[src/rtl/mem_responder_pkg.sv]
// Shared definitions for the memory responder: I/O offsets,
// STATUS bit positions and ready-FSM state encodings.
package mem_responder_pkg;

  localparam logic [1:0] IO_TXDATA = 2'd0;
  localparam logic [1:0] IO_STATUS = 2'd1;

  localparam int ST_FULL    = 0;
  localparam int ST_EMPTY   = 1;
  localparam int ST_OVF     = 2;
  localparam int ST_CNT_LSB = 3;

  typedef enum logic [1:0] {
    RDY_RESET = 2'd0,
    RDY_CLEAR = 2'd1,
    RDY_READY = 2'd2
  } rdy_state_e;

  function automatic logic [7:0] pack_status(
    input logic       full,
    input logic       empty,
    input logic       ovf,
    input logic [4:0] cnt
  );
    logic [7:0] s;
    s                = '0;
    s[ST_FULL]       = full;
    s[ST_EMPTY]      = empty;
    s[ST_OVF]        = ovf;
    s[7:ST_CNT_LSB]  = cnt;
    return s;
  endfunction

endpackage

[src/rtl/mem_responder_byte_fifo.sv]
// byte_fifo: small registered byte queue with wrap-around pointers.
// A push into a full queue is taken only when a pop happens alongside it.
module byte_fifo #(
  parameter int DEPTH = 4
) (
  input  logic                     clk,
  input  logic                     reset,
  input  logic                     push,
  input  logic                     pop,
  input  logic [7:0]               din,
  output logic [7:0]               dout,
  output logic                     full,
  output logic                     empty,
  output logic [$clog2(DEPTH):0]   count
);

  localparam int PW = $clog2(DEPTH);
  localparam int CW = PW + 1;

  logic [7:0]    mem_q [DEPTH];
  logic [7:0]    mem_d [DEPTH];
  logic [PW-1:0] wr_q, wr_d;
  logic [PW-1:0] rd_q, rd_d;
  logic [CW-1:0] cnt_q, cnt_d;
  logic          push_ok;
  logic          pop_ok;

  assign full    = (cnt_q == CW'(DEPTH));
  assign empty   = (cnt_q == '0);
  assign count   = cnt_q;
  assign dout    = mem_q[rd_q];
  assign pop_ok  = pop & ~empty;
  assign push_ok = push & (~full | pop_ok);

  // Next storage, pointers and occupancy.
  always_comb begin
    mem_d = mem_q;
    wr_d  = wr_q;
    rd_d  = rd_q;
    cnt_d = cnt_q;
    if (push_ok) begin
      mem_d[wr_q] = din;
      wr_d        = wr_q + 1'b1;
    end
    if (pop_ok) begin
      rd_d = rd_q + 1'b1;
    end
    unique case ({push_ok, pop_ok})
      2'b10:   cnt_d = cnt_q + 1'b1;
      2'b01:   cnt_d = cnt_q - 1'b1;
      default: cnt_d = cnt_q;
    endcase
  end

  // Queue state registers.
  always_ff @(posedge clk or posedge reset) begin
    if (reset) begin
      for (int i = 0; i < DEPTH; i++) begin
        mem_q[i] <= '0;
      end
      wr_q  <= '0;
      rd_q  <= '0;
      cnt_q <= '0;
    end else begin
      mem_q <= mem_d;
      wr_q  <= wr_d;
      rd_q  <= rd_d;
      cnt_q <= cnt_d;
    end
  end

endmodule

[src/rtl/mem_responder.sv]
// Byte-wide memory responder: block RAM, top-of-space I/O window, TX FIFO.
// Optional RAM_CLEAR_EN zeroes the RAM after every reset release.
module mem_responder
  import mem_responder_pkg::*;
#(
  parameter int addr_width = 9,
  parameter int FIFO_DEPTH = 4
) (
  input  logic                  clk,
  input  logic                  reset,
  input  logic [addr_width-1:0] mem_raddr,
  output logic [7:0]            mem_data_out,
  input  logic [addr_width-1:0] mem_waddr,
  input  logic [7:0]            mem_data_in,
  input  logic                  mem_write,
  output logic                  mem_ready,
  output logic [7:0]            tx_data,
  output logic                  tx_valid,
  input  logic                  tx_ready
);

  localparam int IO_BASE = 2**addr_width - 4;
  localparam int CW      = $clog2(FIFO_DEPTH) + 1;

  rdy_state_e state_q, state_d;
  logic       mem_ready_q, mem_ready_d;
  logic       ovf_q, ovf_d;
  logic       sel_ram_q, sel_ram_d;
  logic [7:0] io_rd_q, io_rd_d;
  logic [7:0] ram_rd_q;

  logic                  io_r, io_w;
  logic                  rd_ok, wr_ok;
  logic                  status_rd;
  logic                  ram_we;
  logic [addr_width-1:0] ram_wa;
  logic [7:0]            ram_wd;
  logic [7:0]            status;

  logic          fifo_push, fifo_pop;
  logic          fifo_full, fifo_empty;
  logic [CW-1:0] fifo_cnt;

  logic [7:0] ram [2**addr_width];

`ifdef RAM_CLEAR_EN
  localparam logic [addr_width-1:0] LAST_CLR =
    addr_width'(IO_BASE - 1);
  logic [addr_width-1:0] clr_q, clr_d;
`endif

  assign io_r  = &mem_raddr[addr_width-1:2];
  assign io_w  = &mem_waddr[addr_width-1:2];
  assign rd_ok = (state_q == RDY_READY);
  assign wr_ok = mem_write & (state_q == RDY_READY);

  assign fifo_push = wr_ok & io_w & (mem_waddr[1:0] == IO_TXDATA);
  assign fifo_pop  = ~fifo_empty & tx_ready;

  assign status = pack_status(fifo_full, fifo_empty, ovf_q, 5'(fifo_cnt));

  assign mem_ready    = mem_ready_q;
  assign tx_valid     = ~fifo_empty;
  assign mem_data_out = sel_ram_q ? ram_rd_q : io_rd_q;

  // Ready sequencing: RESET, optionally CLEAR, then READY.
  always_comb begin
    state_d = state_q;
    unique case (state_q)
`ifdef RAM_CLEAR_EN
      RDY_RESET: state_d = RDY_CLEAR;
      RDY_CLEAR: if (clr_q == LAST_CLR) state_d = RDY_READY;
`else
      RDY_RESET: state_d = RDY_READY;
`endif
      default:   state_d = RDY_READY;
    endcase
    mem_ready_d = (state_d == RDY_READY);
  end

`ifdef RAM_CLEAR_EN
  // Clear address walks the RAM region while in CLEAR.
  always_comb begin
    clr_d = clr_q;
    if (state_q == RDY_CLEAR) clr_d = clr_q + 1'b1;
  end

  // Clear address register, restarts from zero on reset.
  always_ff @(posedge clk or posedge reset) begin
    if (reset) clr_q <= '0;
    else       clr_q <= clr_d;
  end
`endif

  // RAM write port: clear engine owns it during CLEAR.
  always_comb begin
    ram_we = wr_ok & ~io_w;
    ram_wa = mem_waddr;
    ram_wd = mem_data_in;
`ifdef RAM_CLEAR_EN
    if (state_q == RDY_CLEAR) begin
      ram_we = 1'b1;
      ram_wa = clr_q;
      ram_wd = '0;
    end
`endif
  end

  // Read decode: RAM, STATUS, or zero for everything else.
  always_comb begin
    sel_ram_d = 1'b0;
    io_rd_d   = '0;
    status_rd = 1'b0;
    if (rd_ok) begin
      unique case (1'b1)
        !io_r: sel_ram_d = 1'b1;
        io_r && (mem_raddr[1:0] == IO_STATUS): begin
          io_rd_d   = status;
          status_rd = 1'b1;
        end
        default: io_rd_d = '0;
      endcase
    end
  end

  // Sticky overflow: set on a dropped push, cleared by a STATUS read.
  always_comb begin
    ovf_d = (ovf_q & ~status_rd)
          | (fifo_push & fifo_full & ~fifo_pop);
  end

  // Control and read-select registers.
  always_ff @(posedge clk or posedge reset) begin
    if (reset) begin
      state_q     <= RDY_RESET;
      mem_ready_q <= 1'b0;
      ovf_q       <= 1'b0;
      sel_ram_q   <= 1'b0;
      io_rd_q     <= '0;
    end else begin
      state_q     <= state_d;
      mem_ready_q <= mem_ready_d;
      ovf_q       <= ovf_d;
      sel_ram_q   <= sel_ram_d;
      io_rd_q     <= io_rd_d;
    end
  end

  // Block RAM, read-first, contents never reset.
  always_ff @(posedge clk) begin
    ram_rd_q <= ram[mem_raddr];
    if (ram_we) ram[ram_wa] <= ram_wd;
  end

  byte_fifo #(
    .DEPTH (FIFO_DEPTH)
  ) u_fifo (
    .clk   (clk),
    .reset (reset),
    .push  (fifo_push),
    .pop   (fifo_pop),
    .din   (mem_data_in),
    .dout  (tx_data),
    .full  (fifo_full),
    .empty (fifo_empty),
    .count (fifo_cnt)
  );

endmodule

[config.mk]
export PLATFORM = sky130hd
export DESIGN_NAME = mem_responder
export DESIGN_NICKNAME = d
export VERILOG_FILES = /design/src/rtl/mem_responder_pkg.sv /design/src/rtl/mem_responder_byte_fifo.sv /design/src/rtl/mem_responder.sv
export SDC_FILE = /design/constraint.sdc
export NUM_CORES = 2
export LEC_CHECK = 0
export ABC_CLOCK_PERIOD_IN_PS = 5970
export CORE_ASPECT_RATIO = 0.6
export CORE_MARGIN = 5
export CORE_UTILIZATION = 42
export CTS_CLUSTER_DIAMETER = 200
export DETAILED_ROUTE_END_ITERATION = 8
export PLACE_DENSITY = 0.58
export SLEW_MARGIN = 10
export SYNTH_ARGS = -nofsm -noshare
export SYNTH_HDL_FRONTEND = slang
export SYNTH_SLANG_ARGS = --single-unit
[constraint.sdc]
create_clock -name clk -period 5.97 [get_ports clk]
set_clock_uncertainty 0.1 [all_clocks]
set_input_delay 0.8955 -clock clk [delete_from_list [all_inputs] [get_ports clk]]
set_output_delay 0.8955 -clock clk [all_outputs]
set_load 0.02 [all_outputs]
; After elaboration in Yosys (flattened, before gate mapping)
; Memories as Yosys holds them, arrays and structs flattened. A register that Yosys moved wholly into a read port is not among the register bits.
; Cells that the tools add are included.
[totals]
register_bits = 50
inputBits = 30
ramBits = 4096
n_memories = 1
[mem_list]
columns = name, depth, word_bits, rd, rd_ports_with_merged_regs, write_ports, line_no
row1 = ram, 512, 8, 1, 1, 1, mem_responder.sv:44  ; logic [7:0] ram [2**addr_width];
[classes]
eq_ne = 4
muxes = 16
bitwise = 19
n_addsub = 4
magnitude_cmp = 3
n_reduce_logical = 7
[ops]
columns = operator, n
row1 = 8-bit two-way mux, 5
row2 = 32-bit bitwise mux, 1
row3 = 8-bit binary-select mux with 2-bit select, 1
row4 = 8-bit demux with 2-bit select, 1
row5 = 7-bit AND reduction, 2
row6 = 1-bit bitwise AND, 10
row7 = "3-bit >= comparator, second input constant", 2
row8 = 1-bit two-way mux, 6
row9 = 6-bit two-way mux, 1
row10 = 2-bit NOT with 3-bit output, 2
row11 = 3-bit one-hot mux with 2 select lines, 1
row12 = 1-bit NOT, 5
row13 = "2-bit by 1-bit adder with 2-bit output, second input constant", 2
row14 = "2-bit by 1-bit == test with 1-bit output, second input constant", 2
row15 = "3-bit by 1-bit adder with 3-bit output, second input constant", 1
row16 = "3-bit == test, second input constant", 1
row17 = 3-bit zero test, 1
row18 = "3-bit by 1-bit less-than comparator with 1-bit output, second input constant", 1
row19 = "3-bit by 1-bit subtractor with 3-bit output, second input constant", 1
row20 = "2-bit == test, second input constant", 1
row21 = 1-bit logical AND, 2
row22 = 2-bit zero test, 1
row23 = 1-bit bitwise OR, 2
row24 = 2-bit nonzero test, 1

; Longest topological paths before layout
[depth]
word_depth = 8
depth_mapped = 13
depth_no_buf = 11

; Hierarchy
; From an unflattened synthesis, not the netlist that was laid out.
[unflattened]
cells_unflattened = 7537
hier_area_um2 = 161862.7
[by_module_without_submodules]
columns = mod, cells_each, n_inst, seq_area_each_um2, area_per_inst_um2
row1 = mem_responder, 7411, 1, 123383.3, 159955.9
row2 = byte_fifo, 126, 1, 975.9, 1906.8

; Worst setup path before layout
; Ideal clock, no wire load.
[synth_path]
path_kind = in2reg
startpoint = input mem_raddr[0]
endpoint = register ram_rd_q[3], read port of ram
t_required_ns = 5.748
path_stages = 11
n_path_buf = 4
t_arrival_ns = 3.083
slack_ns = 2.665
setup_time_ns = 0.122
path_cell_list = buf_6 > buf_6 > buf_6 > buf_2 > mux4_2 > nand2_1 > a21oi_1 > a2111oi_0 > o221ai_1 > nand3b_1 > o32a_1
[synth_lines]
columns = element, line_no
row1 = start: declaration, mem_responder.sv:11  ; input logic [addr_width-1:0] mem_raddr,
row2 = end: declaration, mem_responder.sv:30  ; logic [7:0] ram_rd_q;

==> impl_metrics.json <==
{
  "status": "completed",
  "p_int_mw": 45.47,
  "power.total_mw": 58.53,
  "power_density_nw_per_um2": 322.3,
  "yosys_warnings": 0,
  "seqPwrFrac": 0.549,
  "r2r-start": "ram[18][4]$_DFFE_PP_",
  "grt_pass1_vias": 80470,
  "busiest_layer": "met1",
  "p_comb_frac": 0.060,
  "hold_violations": 0,
  "grt_pass1_wl_mm": 664.6,
  "start_kind": "input port",
  "critPathLaunch": "mem_raddr[0]",
  "synth_cells": 7550,
  "grt_antenna_before_repair": 48,
  "clk_path_buf_depth": 4,
  "ios": 48,
  "io_buffers": 47,
  "crit_arrival_ps": 6060,
  "clock-sinks": 4152,
  "nNetsFinal": 8039,
  "cp_max_fo": 69,
  "synth-seq-cells": 4152,
  "reg2reg_slack_ps": 1450,
  "ys_seq_area_frac": 0.7705,
  "stdcell_count": 13360,
  "min_path_cells": 1,
  "drc": 0,
  "die_w_um": 810.3,
  "syn_to_final_growth_pct": 12.54,
  "gr-total-overflow": 0,
  "num_vias": 83010,
  "place_hpwl_mm": 296.3,
  "synthDistinctLibCells": 77,
  "hold_path_end": "ram[218][4]$_DFFE_PP_",
  "maxSlewHeadroom": 0.08809,
  "cp-end-kind": "flop",
  "cp_data_required_time_ps": 6620,
  "post_cts_buffers": 0,
  "viasPerCell": 6.212,
  "drive_gt1_frac": 0.2523,
  "fillers": 31070,
  "die-height_um": 490.2,
  "cts_tree": "built",
  "synthFlopType": "edfxtp_1",
  "die_area_um2": 397200,
  "initial_core_util": 0.4215,
  "routedWlPerCell_um": 36.03,
  "placed_area_um2": 170500,
  "gp_congestion": 0.8647,
  "cts_root_buffer": "clkbuf_16",
  "async_reset_ff_frac": 0.01156,
  "final.min_clock_period_ps": 5410,
  "grt_max_degree": 196,
  "maxCapViolCount": 0,
  "syn-mean-instance-area_um2": 21.38,
  "rsz0062_at_grt": "false",
  "switching_share": 0.2231,
  "met1_usage": 0.3629,
  "clk_latency_ps": 910,
  "met3_usage": 0.09703,
  "drtAntennaViolNets": 0,
  "hold_buffers": 0,
  "core_um2": 382900,
  "p_sw_mw": 13.06,
  "dp.cells": 12710,
  "timing.hold.ws_ps": 337.0,
  "crit_type": "input port to flop",
  "leakage_nw": 56.82,
  "r2r_end": "ram_rd_q[4]$_DFF_P_",
  "holdCritPathClass": "input port to flop",
  "rows": 176,
  "max-vdd-ir-drop_uv": 239.9,
  "drt_iter0_drc": 13310,
  "synth-edff-count": 4096,
  "pwr-share-clk": 0.391,
  "grt_util_met2": 0.3180,
  "h-tree-depth": 5,
  "cts_made_buffers": 363,
  "grt.total_usage": 0.2382,
  "post-route-cell-area_um2": 181600,
  "netlist_area_um2": 161400,
  "final.period_utilization": 0.9061,
  "firstDrtPassIters": 6,
  "rr_worst_depth": 7,
  "cts-resized-gates": 0,
  "clk_pin_slew_worst_paths_ps": 60,
  "routed_wl_mm": 481.5,
  "max_freq_mhz": 184.9,
  "worstMarginPinSlew_ps": 1368,
  "drv_slew": 0,
  "finalSetupViolations": 0,
  "hp-start": "mem_data_in[4]"
}
[cell type report]
type / count / area [um2] / area share
Tap cell: 5073 / 6347 / 0.03495
Clock buffer: 440 / 9500 / 0.05231
Multi-Input combinational cell: 2939 / 34640 / 0.1907
Clock inverter: 191 / 1528 / 0.008411
Timing Repair Buffer: 527 / 5109 / 0.02813
Antenna cell: 21 / 52.55 / 0.0002893
Sequential cell: 4152 / 124400 / 0.6847
Inverter: 20 / 92.59 / 0.0005098
[synth_stat cells, drive strengths merged (17+ instances only)]
library cell | n | area, um2
o21ai | 101 | 505.5
nor2b | 21 | 131.4
mux4 | 984 | 22160
dfrtp | 48 | 1201
nor2 | 558 | 2095
a211oi | 28 | 210.2
mux2i | 321 | 3213
a22oi | 80 | 600.6
a21oi | 109 | 545.5
mux2 | 68 | 765.7
nand2 | 210 | 788.3
inv | 19 | 71.31
and2 | 17 | 106.4
o221ai | 38 | 332.8
buf | 289 | 2082
a31oi | 26 | 162.7
clkbuf | 181 | 679.4
o22ai | 66 | 412.9
a221oi | 49 | 435.4
nor3 | 20 | 100.1
edfxtp | 4096 | 123000
nand3 | 45 | 225.2
[logic make-up (layout without fill, tap and decap cells)]
group                      count (synthesis)  in the layout  share of synthesized area
other                                      2             54                 0.00004653
muxes                                   1373           1373                     0.1620
buffers and inverters                    490           1178                    0.01757
AOI/OAI and AO/OA                        608            608                    0.02591
DFF                                     4152           4152                     0.7705
xor gates and xnor gates                   6              6                  0.0003257
adders and majority gates                  6              6                  0.0005116
and+or+nand+nor                          913            913                    0.02317
[cells in the final DEF (no fill, tap or decap), types with 65 or more instances in the layout]
cell type / count
edfxtp_1: 4096
buf_4: 399
a22oi_1: 80
o22ai_1: 66
nor2_1: 555
clkinv_1: 75
clkinv_2: 65
a21oi_1: 107
buf_12: 76
mux2_2: 68
clkbuf_16: 369
o21ai_0: 88
clkbuf_1: 71
nand2_1: 201
mux4_2: 984
mux2i_1: 321
[registers in the layout, summed over array words and instances, names as in the netlist, 2 cells and up]
name          flops
io_rd_q           6
ram            4096
ram_rd_q          8
u_fifo.count      3
u_fifo.mem_q     32
u_fifo.rd_q       2
u_fifo.wr_q       2
[per-stage QoR]
stage                     TNS, ps  utilization  setup WS [ps]
after global routing            0       0.4742          610.8
after CTS                       0       0.4741           1003
after floorplan                 0            -           2665
final                           0       0.4743          560.5
after detailed placement        0       0.4453          83.80
after global placement     -36.70       0.4449         -36.70
[worst max-delay path by stage]
| stage | depth (start not counted) | slack [ps] | endpoint |
|---|---|---|---|
| 3_3_place_gp | 8 | -40 | ram_rd_q[7]$_DFF_P_ |
| 5_1_grt | 10 | 610 | ram_rd_q[4]$_DFF_P_ |
| 3_5_place_dp | 10 | 80 | ram_rd_q[4]$_DFF_P_ |
| 2_1_floorplan | 11 | 2660 | ram_rd_q[3]$_DFF_P_ |
| 6_report | 10 | 560 | ram_rd_q[4]$_DFF_P_ |
| 4_1_cts | 10 | 1000 | ram_rd_q[4]$_DFF_P_ |
[critical path, stage by stage]
cell and delay (ps):
buf_16 440, buf_12 280, buf_12 240, mux4_2 540, a22oi_1 350, a31oi_1 360
a221oi_1 1170, o21ai_0 870, nand4_1 460, a32oi_1 150
[routing by layer]
layer	vias up	share of wire	routed length, um
li1	32360	-	-
met1	44860	0.42	202200
met2	5124	0.41	198000
met3	646	0.14	69250
met4	26	0.024	11610
met5	-	0.00076	365
[power by group through the flow]
stage,Sequential [mW],Combinational [mW],Clock [mW]
after global placement,32.8,3.39,0
after detailed placement,32.8,3.45,0
after CTS,32.1,3.46,23.1
final,32.2,3.51,22.9
after floorplan,32.7,1.66,0
after global routing,32.1,3.64,24.4
(Power assumes the default switching activity.)
